`src/rtl/inst_decode.sv`:
```
// Purpose : decode stage of the 16-bit RISC core; splits an instruction into ALU op, register selects, immediate and write enable.
// Latency : 1 cycle; every output is registered and loads on the rising I_CLK edge that sees I_EN=1.
// Backpress: none. With I_EN=0 all outputs hold their last decoded values.
//
// Ports
//   I_CLK    in   1   clock, rising edge active
//   I_RSTN   in   1   asynchronous active-low reset; clears every output
//   I_EN     in   1   decode enable
//   I_INST   in   16  instruction word {opcode, rD, rA, rB}
//   O_ALUOP  out  5   {imm_sel, opcode}
//   O_SELA   out  4   source register A select (rA)
//   O_SELB   out  4   source register B select (rB)
//   O_SELD   out  4   destination register select (rD)
//   O_IMME   out  16  immediate operand
//   O_REGWE  out  1   register-file write enable
//
// Build option
//   INST_DECODE_R0_PROTECT_EN : when defined, R0 is read-only, so O_REGWE is
//   forced low for any instruction whose rD field is 0.

module inst_decode (
  input  logic        I_CLK,
  input  logic        I_RSTN,
  input  logic        I_EN,
  input  logic [15:0] I_INST,
  output logic [4:0]  O_ALUOP,
  output logic [3:0]  O_SELA,
  output logic [3:0]  O_SELB,
  output logic [3:0]  O_SELD,
  output logic [15:0] O_IMME,
  output logic        O_REGWE
);

  // Opcodes whose decode differs from the plain register-register default.
  localparam logic [3:0] OP_LOADI  = 4'h8;
  localparam logic [3:0] OP_LOADHI = 4'h9;
  localparam logic [3:0] OP_ADDI   = 4'hA;
  localparam logic [3:0] OP_JUMP   = 4'hC;
  localparam logic [3:0] OP_BRANCH = 4'hD;
  localparam logic [3:0] OP_STORE  = 4'hE;

  typedef struct packed {
    logic [4:0]  aluop;
    logic [3:0]  sela;
    logic [3:0]  selb;
    logic [3:0]  seld;
    logic [15:0] imme;
    logic        regwe;
  } dec_t;

  logic [3:0] opcode;
  logic [3:0] rd;
  logic [3:0] ra;
  logic [3:0] rb;

  assign opcode = I_INST[15:12];
  assign rd     = I_INST[11:8];
  assign ra     = I_INST[7:4];
  assign rb     = I_INST[3:0];

  dec_t dec_nxt;
  dec_t dec_q;
  logic table_we;

  // Register selects pass straight through for every opcode; only the
  // immediate, the imm_sel bit and the write enable depend on the opcode.
  always_comb begin
    dec_nxt       = '0;
    table_we      = 1'b1;
    dec_nxt.seld  = rd;
    dec_nxt.sela  = ra;
    dec_nxt.selb  = rb;
    dec_nxt.aluop = {1'b0, opcode};

    case (opcode)
      OP_LOADI: begin
        dec_nxt.aluop[4] = 1'b1;
        dec_nxt.imme     = {8'h00, I_INST[7:0]};
      end
      OP_LOADHI: begin
        dec_nxt.aluop[4] = 1'b1;
        dec_nxt.imme     = {I_INST[7:0], 8'h00};
      end
      OP_ADDI: begin
        // Only the rB nibble carries the immediate; rA still selects the source.
        dec_nxt.aluop[4] = 1'b1;
        dec_nxt.imme     = {{12{I_INST[3]}}, I_INST[3:0]};
      end
      OP_JUMP: begin
        dec_nxt.aluop[4] = 1'b1;
        dec_nxt.imme     = {{8{I_INST[7]}}, I_INST[7:0]};
        table_we         = 1'b0;
      end
      OP_BRANCH, OP_STORE: begin
        table_we = 1'b0;
      end
      default: begin
        // ALU ops, CMP (writes flags word to rD) and LOAD: no immediate, write rD.
      end
    endcase

`ifdef INST_DECODE_R0_PROTECT_EN
    dec_nxt.regwe = table_we & (rd != 4'h0);
`else
    dec_nxt.regwe = table_we;
`endif
  end

  // Async clear wins over enable; a reset released on an edge leaves that
  // edge without effect, so the first load happens on the following edge.
  always_ff @(posedge I_CLK or negedge I_RSTN) begin
    if (!I_RSTN) begin
      dec_q <= '0;
    end else if (I_EN) begin
      dec_q <= dec_nxt;
    end
  end

  assign O_ALUOP = dec_q.aluop;
  assign O_SELA  = dec_q.sela;
  assign O_SELB  = dec_q.selb;
  assign O_SELD  = dec_q.seld;
  assign O_IMME  = dec_q.imme;
  assign O_REGWE = dec_q.regwe;

endmodule

```
`config.mk`:
```
export PLATFORM = sky130hd
export DESIGN_NAME = inst_decode
export DESIGN_NICKNAME = d
export VERILOG_FILES = /design/src/rtl/inst_decode.sv
export SDC_FILE = /design/constraint.sdc
export NUM_CORES = 1
export LEC_CHECK = 0
export BUFFER_PORTS_ARGS = -buffer_cell sky130_fd_sc_hd__buf_2
export CAP_MARGIN = 5
export CORE_UTILIZATION = 48
export DETAILED_ROUTE_END_ITERATION = 6
export GPL_ROUTABILITY_DRIVEN = 0
export PLACE_DENSITY = 0.86
export SETUP_SLACK_MARGIN = 0.4
export SYNTH_ARGS = -nofsm -noshare
export SYNTH_HDL_FRONTEND = slang
export SYNTH_SLANG_ARGS = --single-unit
```
`constraint.sdc`:
```
create_clock -name I_CLK -period 0.9 [get_ports I_CLK]
set_input_delay 0.27 -clock I_CLK [delete_from_list [all_inputs] [get_ports I_CLK]]
set_output_delay 0.27 -clock I_CLK [all_outputs]
set_load 0.005 [all_outputs]
```
==> qor.txt, run 1 <==
Vias in the first global route = 1455
Max VDD drop = 1.17 mV
Failing checks = DRC, hold timing, setup timing
CP bufs+invs = 1
HPWL after DPL = 2.61 mm
Post-Route WL = 5.14 mm
Worst endpoint required time = 0.63 ns
Starting Density = 0.521
Global routing usage on met2 = 0.502
Syn_nets = 127
Crit path DAT = 0.93 ns
First-pass GRT wire length = 6.98 mm
Sequential fraction of the synthesis area = 0.577
Cts bufs inserted = 5
Cells after synthesis = 108
Register area = 851 um2
CP Cell Sequence = buf_2
Max incr delay on CP = 0.43 ns
Outcome = finished, violations left
Cell Pwr Density = 1380 nW/um2
Dpl cell area = 1970 um2
Vias per cell = 5.74
Most frequent cell after synthesis = dfrtp_1
Die width = 57.4 um
Yosys top cell area share = 0.577
Max-cap check violation count = 0
CP Capture Type = output pin
Post-synth top cells = dfrtp_1 (34), mux2_2 (16), a22oi_1 (12), a21boi_0 (8), nand2b_1 (8)
Core Rows = 19
Busiest grt layer = met2
Initial antenna violation count = 0
Fin Setup TNS = -9.68 ns
GR Util met3 = 0.0748
Clock transition at path regs = 0.11 ns
CP Launch Type = register
Clock sinks = 34
Crit-path leading delay family = flip-flops
Inserted Diodes = 0
Pre-CTS WS = -0.348 ns
Global-route met1 utilization = 0.328
Die ar. = 3300 um2
Setup-failing EPs final = 46
Slew Limit Fails = 0
Via count = 1436
Fin area = 2600 um2
Overall Power = 0.00359 W
Fin worst setup slack = -0.303 ns
Largest area contributor in the netlist = dfrtp_1
Largest net degree at the start of global routing = 35
Core Area = 2830 um2
Layout cells sized above 1 = 0.749
Worst-Skew Late Latency = 0.34 ns
Static Leak = 1.33 nW
Peak Freq = 831 MHz
Min Clock Period, post-route = 1.20 ns
Max-slew headroom = 0.761
Worst-Margin Slew = 0.358 ns
Fill count = 104
Fin. Hold Viols = 34
Gr usage total = 0.288
Syn. warnings = 0
Register bit total from synthesis = 34
Area delta synth->final = 76.5%
Worst Skew = 0 ns
Clk buf depth = 2
Crit Path Class = register to output pin
CTS tree = done
Number of synthesized flops with an enable pin = 0
Netlist cell types = 22
RSZ-0062 raised after global routing = true
Fin crit share = 1.34
Async set or reset register ratio after synthesis = 1.00
Worst Path Max Fanout = 2
Chip height = 57.4 um
Worst hold slack = -0.129 ns
Syn Area/Cell = 13.7 um2
CTS root buf = clkbuf_4
IO Count = 53
Crit path max-delay cell type = dfrtp_1
Multi-input logic area = 786 um2
Primary FF master, synth = dfrtp_1
Wire length per cell = 20.6 um
Final nets = 237
Synth Cell Area = 1480 um2
Drt pass-1 iters = 6
Port bufs = 52
Top cells by area, synth = dfrtp_1 (58%), mux2_2 (12%), a22oi_1 (6.1%)
Antenna Nets Post-Route = 0
Min-delay worst type = input pin to asynchronous set/reset pin
# DRC = 4
Detailed Route Iter0 Violations = 50
H-tree depth = 2
GR Overflow Total = 0
## worst register-to-register path: cells and delay by family, from the launching register on
kind            cells  cell delay (ns)
compound gates      1             0.21
buf+inv             3             0.33
flops               1             0.42
simple gates        1             0.05
## registers in the layout, indices dropped and copies added, names as in the netlist
signal,cells
O_SELB,4
O_SELD,4
O_SELA,4
O_REGWE,1
O_IMME,16
O_ALUOP,5
## cells by family (layout without fill, tap and decap cells)
kind of cell,Yosys count,in the layout,synth area share
buffers and inverters,7,118,0.0305
AND/OR/NAND/NOR,18,18,0.0891
AO/OA/AOI/OAI,33,33,0.182
multiplexers,16,16,0.122
flip-flops,34,34,0.577
## metal layers
layer  wire [um]  share of wire
met2        2810           0.55
met3         271          0.053
met4          94          0.018
met1        1970           0.38
met5           0              0
## placed cells by master, fill, tap and decap left out, drive strengths merged, types with 2 or more instances in the layout
master     n
mux2      16
nand2b     8
buf      108
clkbuf     8
o21ai      2
nand2      2
a22o       4
o2bb2ai    4
a22oi     12
dfrtp     34
a21boi     8
inv        2
and3b      2
nor2       2
## per-stage QoR
stage,cells,util
floorplan,108,-
global placement,204,0.698
detailed placement,204,0.698
CTS,235,0.839
global route,250,0.920
finish,250,0.920
## worst paths after layout
check                                 startpoint                    end  slack, ns  cells past startpoint
min reg2reg                O_IMME[5]$_DFFE_PN0P_  O_IMME[5]$_DFFE_PN0P_       0.51                      1
max in group asynchronous                 I_RSTN    O_REGWE$_DFFE_PN0P_       0.84                      2
min                                       I_RSTN  O_IMME[9]$_DFFE_PN0P_      -0.13                      2
max                        O_IMME[9]$_DFFE_PN0P_              O_IMME[9]      -0.30                      1
max reg2reg                O_IMME[9]$_DFFE_PN0P_  O_IMME[9]$_DFFE_PN0P_      -0.19                      5
min in group I_CLK                     I_INST[9]  O_SELD[1]$_DFFE_PN0P_       0.15                      2
## final cells by class
class / instances / area share
Sequential cell: 34 / 0.327
Multi-Input combinational cell: 67 / 0.302
Clock buffer: 8 / 0.0303
Timing Repair Buffer: 108 / 0.323
Inverter: 2 / 0.00288
Tap cell: 31 / 0.0149
## what timing repair did
action                     CTS  global route
resized for setup           45            25
pin swaps                   23            11
setup endpoints to repair   68            68
setup buffers               23            15
hold endpoints to repair    34            34
## power breakdown
part / internal (W) / leakage (nW) / switching (W)
logic: 0.000495 / 0.853 / 0.000327
clock network: 0.000534 / 0.0446 / 0.000552
registers: 0.00162 / 0.431 / 0.0000637
total: 0.00265 / 1.33 / 0.000942
No activity file was read; power rests on OpenSTA's default activity.
==> inputs of run 2 (changes only) <==
--- a/config.mk
+++ b/config.mk
@@ -7,5 +7,5 @@
 export LEC_CHECK = 0
 export BUFFER_PORTS_ARGS = -buffer_cell sky130_fd_sc_hd__buf_2
-export CAP_MARGIN = 5
+export CAP_MARGIN = 20
 export CORE_UTILIZATION = 48
 export DETAILED_ROUTE_END_ITERATION = 6
@@ -13,4 +13,5 @@
 export PLACE_DENSITY = 0.86
 export SETUP_SLACK_MARGIN = 0.4
+export SLEW_MARGIN = 20
 export SYNTH_ARGS = -nofsm -noshare
 export SYNTH_HDL_FRONTEND = slang
==> constraint.sdc (replaced) <==
create_clock -name I_CLK -period 0.9 [get_ports I_CLK]
set_input_delay 0.09 -clock I_CLK [delete_from_list [all_inputs] [get_ports I_CLK]]
set_output_delay 0.09 -clock I_CLK [all_outputs]
set_load 0.005 [all_outputs]
==> run 2 against run 1 <==
- the run still ends with DRC, hold timing, setup timing left
- wire length down 23%
- clock power shrank 18%
- cell count down 12%
- sequential power is essentially flat
- non-clock buffer count shrank 29
- core utilization decreased by 14 points
- register-to-register slack improved by 0.18 ns
- worst hold slack improved by 0.11 ns
- sequential cell count is the same
- global-route usage down 5.1 points
- combinational power is 28% lower
- clock-buffer cell count shrank 1
- critical endpoint is now O_IMME[15]
- highest routed layer unchanged
==> qor.txt, run 2 (synthesis gave the netlist of run 1 again) <==
Outcome = finished, violations left
Failing checks = DRC, hold timing, setup timing
Crit path max-delay cell type = dfrtp_1
Min-delay worst type = input pin to register
Vias in the first global route = 1207 (-17%)
Max-slew headroom = 0.742 (-0.0187)
Cell Pwr Density = 1430 nW/um2 (+3.3%)
Fin Setup TNS = -1.81 ns (+7.87 ns)
Int Power = 0.00232 W (-12%)
CP Launch Type = register
Starting Density = 0.521 (unchanged)
Fin worst setup slack = -0.0832 ns (+0.220 ns)
Worst Path Max Fanout = 2 (unchanged)
Post-CTS Hold Buffers = 1
Final nets = 208 (-12%)
Worst endpoint required time = 0.81 ns (+0.18 ns)
RSZ-0062 raised after global routing = true
Max incr delay on CP = 0.42 ns (about the same)
Power share of the combinational group = 0.187 (-0.042)
Largest net degree at the start of global routing = 35 (unchanged)
Wire length per cell = 18.0 um (-13%)
CP Cell Sequence = buf_2
Crit-path leading delay family = flip-flops
Register share of total power = 0.531 (+0.062)
Setup-failing EPs final = 36 (-22%)
Crit Path Class = register to output pin
Most frequent cells in the layout = buf_2 (52), dfrtp_1 (34), buf_4 (13)
Register area = 851 um2 (unchanged)
GR Overflow Total = 0 (unchanged)
First-pass GRT wire length = 5.81 mm (-17%)
Antenna Nets Post-Route = 0 (unchanged)
Worst-Margin Slew = 0.386 ns (+0.0285 ns)
# DRC = 4 (unchanged)
CTS root buf = clkbuf_4
Layout cells sized above 1 = 0.653 (-0.0962)
Multi-input logic area = 723 um2 (-8.0%)
Max FFs per register = 16 (unchanged)
Cts bufs inserted = 5 (unchanged)
Min Clock Period, post-route = 0.983 ns (-0.220 ns)
Drt pass-1 iters = 6 (unchanged)
Vias per cell = 5.64 (-1.8%)
Peak Freq = 1020 MHz (+22%)
Worst-Skew Late Latency = 0.34 ns (about the same)
Worst Skew = 0 ns (unchanged)
CTS tree = done
IO Count = 53 (unchanged)
Fill count = 171 (+64%)
CP bufs+invs = 1 (unchanged)
Pre-CTS WS = -0.127 ns (+0.221 ns)
Placed cell count = 193 (-5.4%)
Area delta synth->final = 50.0%
Chip height = 57.4 um (unchanged)
Max-cap check violation count = 0 (unchanged)
Commonest non-fill, non-tap cell in the layout = buf_2
Initial antenna violation count = 0 (unchanged)
Gr usage total = 0.238 (-0.0507)
Clock power share = 0.282 (-0.020)
H-tree depth = 2 (unchanged)
Die ar. = 3300 um2 (unchanged)
Clock transition at path regs = 0.10 ns (about the same)
Fin. Hold Viols = 4 (-88%)
Clock sinks = 34 (unchanged)
Detailed Route Iter0 Violations = 52 (+4.0%)
Sw Ratio = 0.263 (+0.000632)
Core Rows = 19 (unchanged)
Max VDD drop = 1.22 mV (+4.8%)
Core Area = 2830 um2 (unchanged)
Via count = 1247 (-13%)
CP Capture Type = output pin
Non-Filler Instances = 221 (-12%)
Port bufs = 52 (unchanged)
Crit path DAT = 0.89 ns (-0.04 ns)
Clk buf depth = 2 (unchanged)
Inserted Diodes = 0 (unchanged)
Post-Route WL = 3.97 mm (-23%)
Slew Limit Fails = 0 (unchanged)
Fin crit share = 1.09 (-0.244)
Die width = 57.4 um (unchanged)
Sw power = 0.000828 W (-12%)
Static Leak = 1.08 nW (-18%)
Worst hold slack = -0.0223 ns (+0.106 ns)
## run 2: cell types whose count changed in the layout (fill, tap and decap cells not counted), moves of 2 or more
| cell | before | now |
|---|---|---|
| buf_4 | 31 | 13 |
| buf_6 | 27 | 11 |
| mux2_2 | 1 | 9 |
| mux2_4 | 15 | 7 |
| a22oi_1 | 5 | 12 |
| a22oi_2 | 7 | 0 |
| buf_2 | 46 | 52 |
| nand2b_1 | 4 | 8 |
| nand2b_4 | 4 | 0 |
| o2bb2ai_4 | 0 | 3 |
| clkbuf_8 | 3 | 1 |
| o2bb2ai_1 | 2 | 0 |
## run 2: final timing paths
check | startpoint | endpoint | slack (ns) | cells past startpoint
worst max-delay path | O_IMME[15]$_DFFE_PN0P_ | O_IMME[15] | -0.08 | 1
worst max register to register | O_SELD[0]$_DFFE_PN0P_ | O_SELD[0]$_DFFE_PN0P_ | -0.01 | 2
max in group asynchronous | I_RSTN | O_ALUOP[4]$_DFFE_PN0P_ | 0.50 | 3
worst min-delay path | I_INST[10] | O_SELD[2]$_DFFE_PN0P_ | -0.02 | 2
min in group asynchronous | I_RSTN | O_IMME[6]$_DFFE_PN0P_ | 0.23 | 3
worst min register to register | O_SELB[0]$_DFFE_PN0P_ | O_SELB[0]$_DFFE_PN0P_ | 0.51 | 1
## run 2: per-layer routing
layer	GRT usage	vias up	wire length, um
met5	0	-	0
met4	0.108	0	105
met3	0.0567	16	263
met2	0.380	59	1970
met1	0.308	606	1630
li1	-	566	-
## run 2: through the flow
| stage | total power [W] | hold slack (ns) | utilization | instance area (um2) |
|---|---|---|---|---|
| 6_report | 0.00315 | -0.0223 | 0.782 | 2210 |
| 3_3_place_gp | 0.00214 | 0.0581 | 0.653 | 1850 |
| 4_1_cts | 0.00309 | -0.0256 | 0.737 | 2080 |
| 2_1_floorplan | 0.00193 | -0.206 | - | 1530 |
| 3_5_place_dp | 0.00216 | 0.0595 | 0.653 | 1850 |
| 5_1_grt | 0.00326 | -0.0205 | 0.782 | 2210 |
## run 2: repair_timing
action,CTS,global route
buffers inserted,14,5
resized for setup,23,15
setup endpoints to repair,68,68
pin swaps,8,2
endpoints found under the hold margin,38,4
## run 2: layout make-up
type	count	area share
clock inverters	1	0.00226
multi-input cells	67	0.327
flip-flops and latches	34	0.385
clock buffers	7	0.0249
repair buffers	79	0.240
inverters	2	0.00339
well taps	31	0.0175
## run 2: power by group through the flow
| stage | sequential, W | combinational [W] | clock (W) |
|---|---|---|---|
| 6_report | 0.00167 | 0.000590 | 0.000890 |
| 4_1_cts | 0.00167 | 0.000531 | 0.000892 |
| 5_1_grt | 0.00169 | 0.000632 | 0.000939 |
| 3_3_place_gp | 0.00169 | 0.000447 | 0 |
| 3_5_place_dp | 0.00170 | 0.000461 | 0 |
| 2_1_floorplan | 0.00171 | 0.000217 | 0 |
